$ cat src/rtl/counter_ctrl.sv
// Panel front end for the program counter: synchronizes and debounces buttons, runs the RUN/FAST state machine and tick divider, and issues adv/load strobes.
// Latency: raw button to request = 2 sync + DEB_CYCLES debounce cycles; request to adv/load strobe = 1 cycle (registered outputs).
// Backpressure: none; strobes are fire-and-forget single-cycle pulses, and halt is the only downstream feedback.
module counter_ctrl #(
    parameter int DEB_CYCLES = 500000,
    parameter int SLOW_DIV   = 50000000,
    parameter int FAST_DIV   = 500000,
    parameter int DIV_W      = 26
) (
    input  logic       clk,
    input  logic       rst,
    input  logic       btn_next,
    input  logic       btn_run,
    input  logic       btn_speedrun,
    input  logic       btn_stop,
    input  logic       sw_mode,
    input  logic [7:0] sw_value,
    input  logic       halt,
    output logic       adv,
    output logic       load,
    output logic [7:0] load_val,
    output logic [1:0] run_state,
    output logic       busy
);

    // Conditioned input lanes, in bit order of the raw vector below.
    localparam int NB     = 5;
    localparam int I_NEXT = 0;
    localparam int I_RUN  = 1;
    localparam int I_FAST = 2;
    localparam int I_STOP = 3;
    localparam int I_MODE = 4;

    localparam int DEB_W = (DEB_CYCLES > 1) ? $clog2(DEB_CYCLES) : 1;
    localparam logic [DEB_W-1:0] DEB_TC  = DEB_W'(DEB_CYCLES - 1);
    localparam logic [DIV_W-1:0] SLOW_TC = DIV_W'(SLOW_DIV - 1);
    localparam logic [DIV_W-1:0] FAST_TC = DIV_W'(FAST_DIV - 1);

    typedef enum logic [1:0] {
        ST_IDLE = 2'd0,
        ST_RUN  = 2'd1,
        ST_FAST = 2'd2
    } state_e;

    logic [NB-1:0]    raw;
    logic [NB-1:0]    meta_q;
    logic [NB-1:0]    sync_q;
    logic [7:0]       val_meta_q;
    logic [7:0]       val_sync_q;
    logic [NB-1:0]    deb_q;
    logic [NB-1:0]    deb_d;
    logic [DEB_W-1:0] cnt_q [NB];
    logic [DEB_W-1:0] cnt_d [NB];
    logic [NB-1:0]    prev_q;
    logic [NB-1:0]    req;

    state_e           state_q;
    state_e           state_d;
    logic [DIV_W-1:0] div_q;
    logic [DIV_W-1:0] div_d;
    logic [DIV_W-1:0] div_tc;
    logic             tick;
    logic             adv_q;
    logic             adv_d;
    logic             load_q;
    logic             load_d;
    logic [7:0]       load_val_q;
    logic [7:0]       load_val_d;

    assign raw = {sw_mode, btn_stop, btn_speedrun, btn_run, btn_next};

    // Two-flop synchronizers for the buttons, mode switch and value bank.
    always_ff @(posedge clk or negedge rst) begin
        if (!rst) begin
            meta_q     <= '0;
            sync_q     <= '0;
            val_meta_q <= '0;
            val_sync_q <= '0;
        end else begin
            meta_q     <= raw;
            sync_q     <= meta_q;
            val_meta_q <= sw_value;
            val_sync_q <= val_meta_q;
        end
    end

    // Debounce: a lane flips only after DEB_CYCLES consecutive samples disagreeing with its level.
    always_comb begin
        deb_d = deb_q;
        for (int i = 0; i < NB; i++) begin
            cnt_d[i] = '0;
            if (sync_q[i] != deb_q[i]) begin
                if (cnt_q[i] == DEB_TC) begin
                    deb_d[i] = sync_q[i];
                end else begin
                    cnt_d[i] = cnt_q[i] + DEB_W'(1);
                end
            end
        end
    end

    // Debounced levels, their run-length counters and the edge-detect history.
    always_ff @(posedge clk or negedge rst) begin
        if (!rst) begin
            deb_q  <= '0;
            prev_q <= '0;
            for (int i = 0; i < NB; i++) begin
                cnt_q[i] <= '0;
            end
        end else begin
            deb_q  <= deb_d;
            prev_q <= deb_q;
            for (int i = 0; i < NB; i++) begin
                cnt_q[i] <= cnt_d[i];
            end
        end
    end

    // One-cycle request pulses on rising edges of the debounced levels.
    assign req = deb_q & ~prev_q;

    // Run-state register, divider and registered strobes.
    always_ff @(posedge clk or negedge rst) begin
        if (!rst) begin
            state_q    <= ST_IDLE;
            div_q      <= '0;
            adv_q      <= 1'b0;
            load_q     <= 1'b0;
            load_val_q <= '0;
        end else begin
            state_q    <= state_d;
            div_q      <= div_d;
            adv_q      <= adv_d;
            load_q     <= load_d;
            load_val_q <= load_val_d;
        end
    end

    // Next state in priority stop/halt > fast > run > hold; the divider runs only while holding RUN/FAST.
    always_comb begin
        state_d    = state_q;
        div_d      = '0;
        div_tc     = (state_q == ST_FAST) ? FAST_TC : SLOW_TC;
        tick       = 1'b0;
        load_d     = 1'b0;
        load_val_d = load_val_q;
        adv_d      = 1'b0;

        if (req[I_STOP] || halt) begin
            state_d = ST_IDLE;
        end else if (req[I_FAST]) begin
            state_d = ST_FAST;
        end else if (req[I_RUN]) begin
            state_d = ST_RUN;
        end else if (state_q != ST_IDLE) begin
            if (div_q == div_tc) begin
                tick = 1'b1;
            end else begin
                div_d = div_q + DIV_W'(1);
            end
        end

        // Load takes precedence over adv, and load mode silences adv entirely.
        load_d = req[I_MODE] | (req[I_NEXT] & deb_q[I_MODE]);
        if (load_d) begin
            load_val_d = val_sync_q;
        end
        adv_d = (tick | (req[I_NEXT] & (state_q == ST_IDLE))) & ~deb_q[I_MODE] & ~load_d;
    end

    assign adv       = adv_q;
    assign load      = load_q;
    assign load_val  = load_val_q;
    assign run_state = state_q;
    assign busy      = (state_q != ST_IDLE);

endmodule

$ cat config.mk
export PLATFORM = sky130hd
export DESIGN_NAME = counter_ctrl
export DESIGN_NICKNAME = d
export VERILOG_FILES = /design/src/rtl/counter_ctrl.sv
export SDC_FILE = /design/constraint.sdc
export NUM_CORES = 1
export LEC_CHECK = 0
export BUFFER_PORTS_ARGS = -buffer_cell sky130_fd_sc_hd__clkbuf_2
export CELL_PAD_IN_SITES_DETAIL_PLACEMENT = 1
export CELL_PAD_IN_SITES_GLOBAL_PLACEMENT = 1
export CORE_MARGIN = 5
export CORE_UTILIZATION = 40
export CTS_BUF_LIST = sky130_fd_sc_hd__clkbuf_8
export DETAILED_ROUTE_END_ITERATION = 10
export GPL_TIMING_DRIVEN = 0
export PLACE_DENSITY_LB_ADDON = 0.25
export SYNTH_ARGS = -nofsm -noshare
export SYNTH_HDL_FRONTEND = slang
export SYNTH_SLANG_ARGS = --single-unit
$ cat constraint.sdc
create_clock -name clk -period 2.05 [get_ports clk]
set_clock_uncertainty 0.2 [all_clocks]
set_input_delay 0.41 -clock clk [delete_from_list [all_inputs] [get_ports clk]]
set_output_delay 0.41 -clock clk [all_outputs]
set_load 0.05 [all_outputs]
# Word level (Yosys, flattened, before mapping)

Index checks and enable logic that the tools add are counted.

Register bits: 169
Bits of input ports: 16
Output and inout bits: 13
Logic and storage cells: 81

Add/sub/neg operators: 6
Equal/unequal tests: 12
Muxes and demuxes: 24
Bitwise gates (word level): 10
Reductions and logical operators: 9

Operators with widths:

| operator                                                        | count |
|---|---|
| 19-bit two-way mux                                              | 10 |
| 26-bit two-way mux                                              | 6 |
| 19-bit by 1-bit adder with 19-bit output, second input constant | 5 |
| 19-bit equality test, second input constant                     | 5 |
| 26-bit by 1-bit adder with 26-bit output, second input constant | 1 |
| 26-bit equality test                                            | 1 |
| 2-bit AND reduction                                             | 5 |
| 2-bit two-way mux                                               | 3 |
| 5-bit bitwise AND                                               | 1 |
| 1-bit two-way mux                                               | 5 |
| 1-bit inequality test                                           | 5 |
| 5-bit inverter                                                  | 1 |
| 1-bit bitwise AND                                               | 4 |
| 3-bit nonzero test                                              | 1 |
| 2-bit equality test, second input constant                      | 1 |
| 2-bit zero test                                                 | 1 |
| 1-bit inverter                                                  | 2 |
| 1-bit bitwise OR                                                | 2 |
| 2-bit nonzero test                                              | 1 |
| 1-bit logical OR                                                | 1 |

# Longest topological paths before layout

Word-level depth: 11
Gate-level depth with buffers: 7
Gate-level depth less buffers: 5

# Least setup slack after synthesis

Ideal clock, no wire load.

Path type: register -> register
Start point: register state_q[1], in the netlist run_state[1]
End point: register div_q[2]
Setup time: 0.136 ns
Data arrival time: 2.103 ns
Data required time: 1.714 ns
Slack: -0.389 ns
Stages on the path, launching flop included: 6
Path buffers: 1
Clock period less this slack: 2.439 ns
Cell sequence: dfrtp_1 -> nor2b_1 -> or4_1 -> a221oi_2 -> buf_2 -> nor3_1

Word-level cells in the longest chain between the ends: 8
Elaborated cells between the ends (all ways): 9
Those cells by class: eq/ne: 2; mux: 6; reduce/logical: 1

Ends and longest elaborated chain:

| element                | line | RTL |
|---|---|---|
| start, declared        | 57   | `state_e state_q;` |
| start signal, assigned | 131  | `state_q <= state_d;` |
| 2-bit equality test    | 143  | `div_tc = (state_q == ST_FAST) ? FAST_TC : SLOW_TC;` |
| 26-bit two-way mux     | 143  |  |
| 26-bit equality test   | 156  | `if (div_q == div_tc) begin` |
| 26-bit two-way mux     | 156  |  |
| 26-bit two-way mux (*) | 155  | `end else if (state_q != ST_IDLE) begin` |
| 26-bit two-way mux (*) | 153  | `end else if (req[I_RUN]) begin` |
| 26-bit two-way mux (*) | 151  | `end else if (req[I_FAST]) begin` |
| 26-bit two-way mux (*) | 149  | `if (req[I_STOP] \|\| halt) begin` |
| via div_d[2]           | 60   | `logic [DIV_W-1:0] div_d;` |
| end signal, assigned   | 132  | `div_q <= div_d;` |
| end, declared          | 59   | `logic [DIV_W-1:0] div_q;` |

The timed path passes the listed nets; every way through them passes the cells marked *.
A chain may end at the register's enable or synchronous reset.

==> metrics.md <==
| Metric | Value |
|---|---|
| WP data arrival | 2440 ps |
| IO Count | 29 |
| Proportion of synthesized chip area in sequential cells | 0.549 |
| Wire length on met2 | 11900 µm |
| Port Buffers | 28 |
| CTS H-tree lvls | 4 |
| Via density per instance | 5.39 |
| Relative slew slack | 0.614 |
| Worst-case clock buffer depth | 2 |
| Combinational share of power | 0.051 |
| Period Utilization, post-route | 1.12 |
| Setup Crit Path Kind | reg2reg |
| Fillers | 1988 |
| Register area | 4250 µm² |
| EDFF count, synth | 0 |
| Yosys synthesis warning count | 0 |
| Clock tree from TritonCTS | done |
| Peak supply drop | 624 µV |
| Drt initial violations | 271 |
| Overall via count from detail_route | 6356 |
| Share of flip-flops with an asynchronous set or reset after synthesis | 1.00 |
| Worst Hold Path EP | val_sync_q[1] |
| Core Area | 18800 µm² |
| Count of different cell masters after synthesis | 44 |
| Via count of the first global-routing pass | 6809 |
| End of the worst register-to-register path | cnt_q[18] |
| Clock root buffer | sky130_fd_sc_hd__clkbuf_8 |
| Synthesized netlist net count | 757 |
| Final-stage net count | 928 |
| Flops & latches, synth | 169 |
| Final RePlAce weighted congestion | 0.825 |
| DRC violation count after routing | 0 |
| Share of Yosys cell area claimed by the top area cell type | 0.549 |
| Clk pwr share | 0.404 |
| DIE WIDTH | 149 µm |
| Depth of the most critical reg-to-reg path | 5 |
| Number of clock sinks | 169 |
| Worst-Margin Slew | 577 ps |
| Worst hold-check path type | reg2reg |
| Initial Util | 0.409 |
| Row count | 50 |
| Highest metal layer with signal wires | met4 |
| Reported net switching power | 1.47 mW |
| Unrepaired setup endpoints after global routing | true |
| Worst path required time | 2200 ps |
| Power Internal | 4.81 mW |
| Static leakage | 4.19 nW |
| Relative area change from synthesis to final layout | 35.8% |
| Met1 routed wirelength after detailed routing | 8960 µm |
| WL final | 21800 µm |
| Final-layout setup total negative slack | -8370 ps |
| Routed wirelength normalized by instance count | 18.5 µm |
| Maximum clock frequency | 436 MHz |
| Final period demand of the worst path | 2290 ps |
| Post-Syn Area per Cell | 10.5 µm² |
| Clock latency reported for the late side of the worst-skew pair | 470 ps |
| Max Slew Vio Count | 0 |
| Floorplan die area | 22100 µm² |
| Top cell type by total area after synthesis | sky130_fd_sc_hd__dfrtp_1 |
| Cell count of the worst hold path | 0 |
| Gr ovfl total | 0 |
| Minimum setup slack among reg-to-reg paths | -240 ps |
| Total count of hold-check failures in the final report | 0 |
| Vertical die dimension | 149 µm |
| Top_reg_cell synth | sky130_fd_sc_hd__dfrtp_1 |
| Clk pin slew, worst setup/hold paths | 90 ps |
| Setup violators final | 71 |
| Sequential group share of total power | 0.545 |
| HPWL reported at the end of detailed placement | 12100 µm |
| Dominant cells by area after synthesis | sky130_fd_sc_hd__dfrtp_1 55%, sky130_fd_sc_hd__xnor2_1 4.9%, sky130_fd_sc_hd__nor2_1 3.7% |
| Amount of wire on met3 after detailed routing | 604 µm |
| Outcome | finished, violations left |
| Initial antenna violation count | 0 |
| Failing checks | negative setup slack |
| Total clock buffers created by CTS | 17 |
| Length of the first detailed-routing pass in iterations | 4 |
| Inserted Diodes | 0 |
| Type of element launching the critical path | flip-flop |
| Antenna violation net count after detailed routing | 0 |
| Largest net degree at the start of global routing | 110 |
| Final worst-path setup slack | -244 ps |
| Cell area after synthesis | 7710 µm² |
| Max Cap Viol | 0 |
| Switch share | 0.234 |
| Multi-input gate area in the final layout | 3920 µm² |
| Worst R2R Start | cnt_q[14] |
| Element type at the critical path end | flip-flop |
| Hold Slack | 155 ps |
| Power per cell area | 600 nW/µm² |
| Highest fanout seen on the critical path | 5 |
| Cell count after synthesis | 735 |
| Launch point of the worst hold path | val_meta_q[1] |
| Wire length of the first global-routing pass | 34000 µm |
| Overall global routing resource usage | 0.190 |
| Critical path startpoint | cnt_q[14] |
| Share of final-layout standard cells stronger than drive strength 1 | 0.381 |
## worst max-delay path by stage
stage | endpoint | slack (ps) | cells past startpoint
detailed placement | cnt_q[48] | -420 | 6
floorplan | cnt_q[10] | -140 | 5
global placement | run_state[1] | -2980 | 1
finish | cnt_q[18] | -240 | 5
global route | cnt_q[2] | -310 | 5
CTS | cnt_q[11] | -240 | 5
## area by class of cell
class / instances / share of cell area
buffer: 17 / 0.0161
clock buffer: 20 / 0.0263
clock inverter: 12 / 0.0141
inverter: 21 / 0.00753
multi-input combinational: 519 / 0.375
sequential: 169 / 0.406
tap: 260 / 0.0311
timing repair buffer: 161 / 0.124
## flip-flops by register name (all words and copies together) (netlist names)
| signal | cells |
|---|---|
| adv | 1 |
| load | 1 |
| deb_q | 5 |
| val_meta_q | 8 |
| sync_q | 5 |
| div_q | 26 |
| cnt_q | 95 |
| run_state | 2 |
| load_val | 8 |
| prev_q | 5 |
| val_sync_q | 8 |
| meta_q | 5 |
## worst max-delay path, cell delays in order (launching register included)
cell and delay [ps]:
sky130_fd_sc_hd__dfrtp_1 390, sky130_fd_sc_hd__or4_1 520, sky130_fd_sc_hd__or4_4 580, sky130_fd_sc_hd__o21ai_4 260, sky130_fd_sc_hd__buf_6 180, sky130_fd_sc_hd__a21oi_1 50
## synthesized netlist by cell type, types with 19 or more instances
cell / instances
sky130_fd_sc_hd__nand2_1: 46
sky130_fd_sc_hd__o31ai_1: 20
sky130_fd_sc_hd__dfrtp_1: 169
sky130_fd_sc_hd__xnor2_1: 43
sky130_fd_sc_hd__nor3_1: 26
sky130_fd_sc_hd__nor2_1: 77
sky130_fd_sc_hd__inv_1: 21
sky130_fd_sc_hd__nand4_1: 30
sky130_fd_sc_hd__nor4_1: 20
sky130_fd_sc_hd__or4_1: 26
sky130_fd_sc_hd__or3_1: 25
sky130_fd_sc_hd__xor2_1: 32
sky130_fd_sc_hd__o21ai_0: 19
sky130_fd_sc_hd__nand3_1: 41
sky130_fd_sc_hd__a21oi_1: 28
## power groups by stage
stage	clock, mW	sequential (mW)	combinational, mW
6_report	2.54	3.42	0.319
5_1_grt	2.75	3.43	0.359
4_1_cts	2.59	3.42	0.283
3_5_place_dp	0	3.48	0.192
3_3_place_gp	0	3.48	0.176
2_1_floorplan	0	3.47	0.0782
## what timing repair did
item                                    4_1_cts  5_1_grt
endpoints found under the setup margin      120       91
hold buffers                                 15        0
pin swaps                                    38       42
endpoints found under the hold margin        74        0
cloned                                        4        1
resized for setup                            97       92
setup buffers                                74       38
## logic make-up after synthesis
family                   Yosys count  synth area share
AO/OA/AOI/OAI                     87            0.0739
XOR/XNOR                          75            0.0852
adder cells (fa/ha/maj)            6           0.00974
buffers and inverters             47            0.0265
flip-flops                       169             0.549
multiplexers                      13            0.0190
AND/OR/NAND/NOR                  338             0.237
## stage by stage
step           instance area (µm²)  power (mW)  cells   util  worst slack [ps]
4_1_cts                       9860        6.29   1145  0.524              -241
3_5_place_dp                  8390        3.68   1024  0.445              -418
3_3_place_gp                  8350        3.66   1023  0.443             -2980
2_1_floorplan                 7880        3.55    735      -              -137
5_1_grt                      10500        6.53   1179  0.556              -311
6_report                     10500        6.28   1179  0.556              -244
## layout by cell type, fill, tap and decap left out, drive strengths merged, types with 6 or more instances in the layout
| cell | instances |
|---|---|
| xnor2 | 43 |
| nor4 | 20 |
| and4 | 9 |
| nor3 | 26 |
| mux2 | 13 |
| inv | 24 |
| nand2 | 46 |
| ha | 6 |
| o31ai | 21 |
| nor2 | 77 |
| nand4 | 30 |
| nand3 | 41 |
| buf | 127 |
| xor2 | 32 |
| a211oi | 12 |
| o21ai | 23 |
| clkbuf | 56 |
| and2 | 7 |
| or4 | 28 |
| dlygate4sd3 | 15 |
| a21oi | 28 |
| or3 | 25 |
| dfrtp | 169 |
## routing by layer
layer | global-route usage | vias to the layer above
met5 | 0 | -
met4 | 0.0618 | 0
met3 | 0.0346 | 30
met2 | 0.347 | 90
met1 | 0.225 | 3257
li1 | - | 2979
Note: power is estimated with default switching activity, not from simulation.
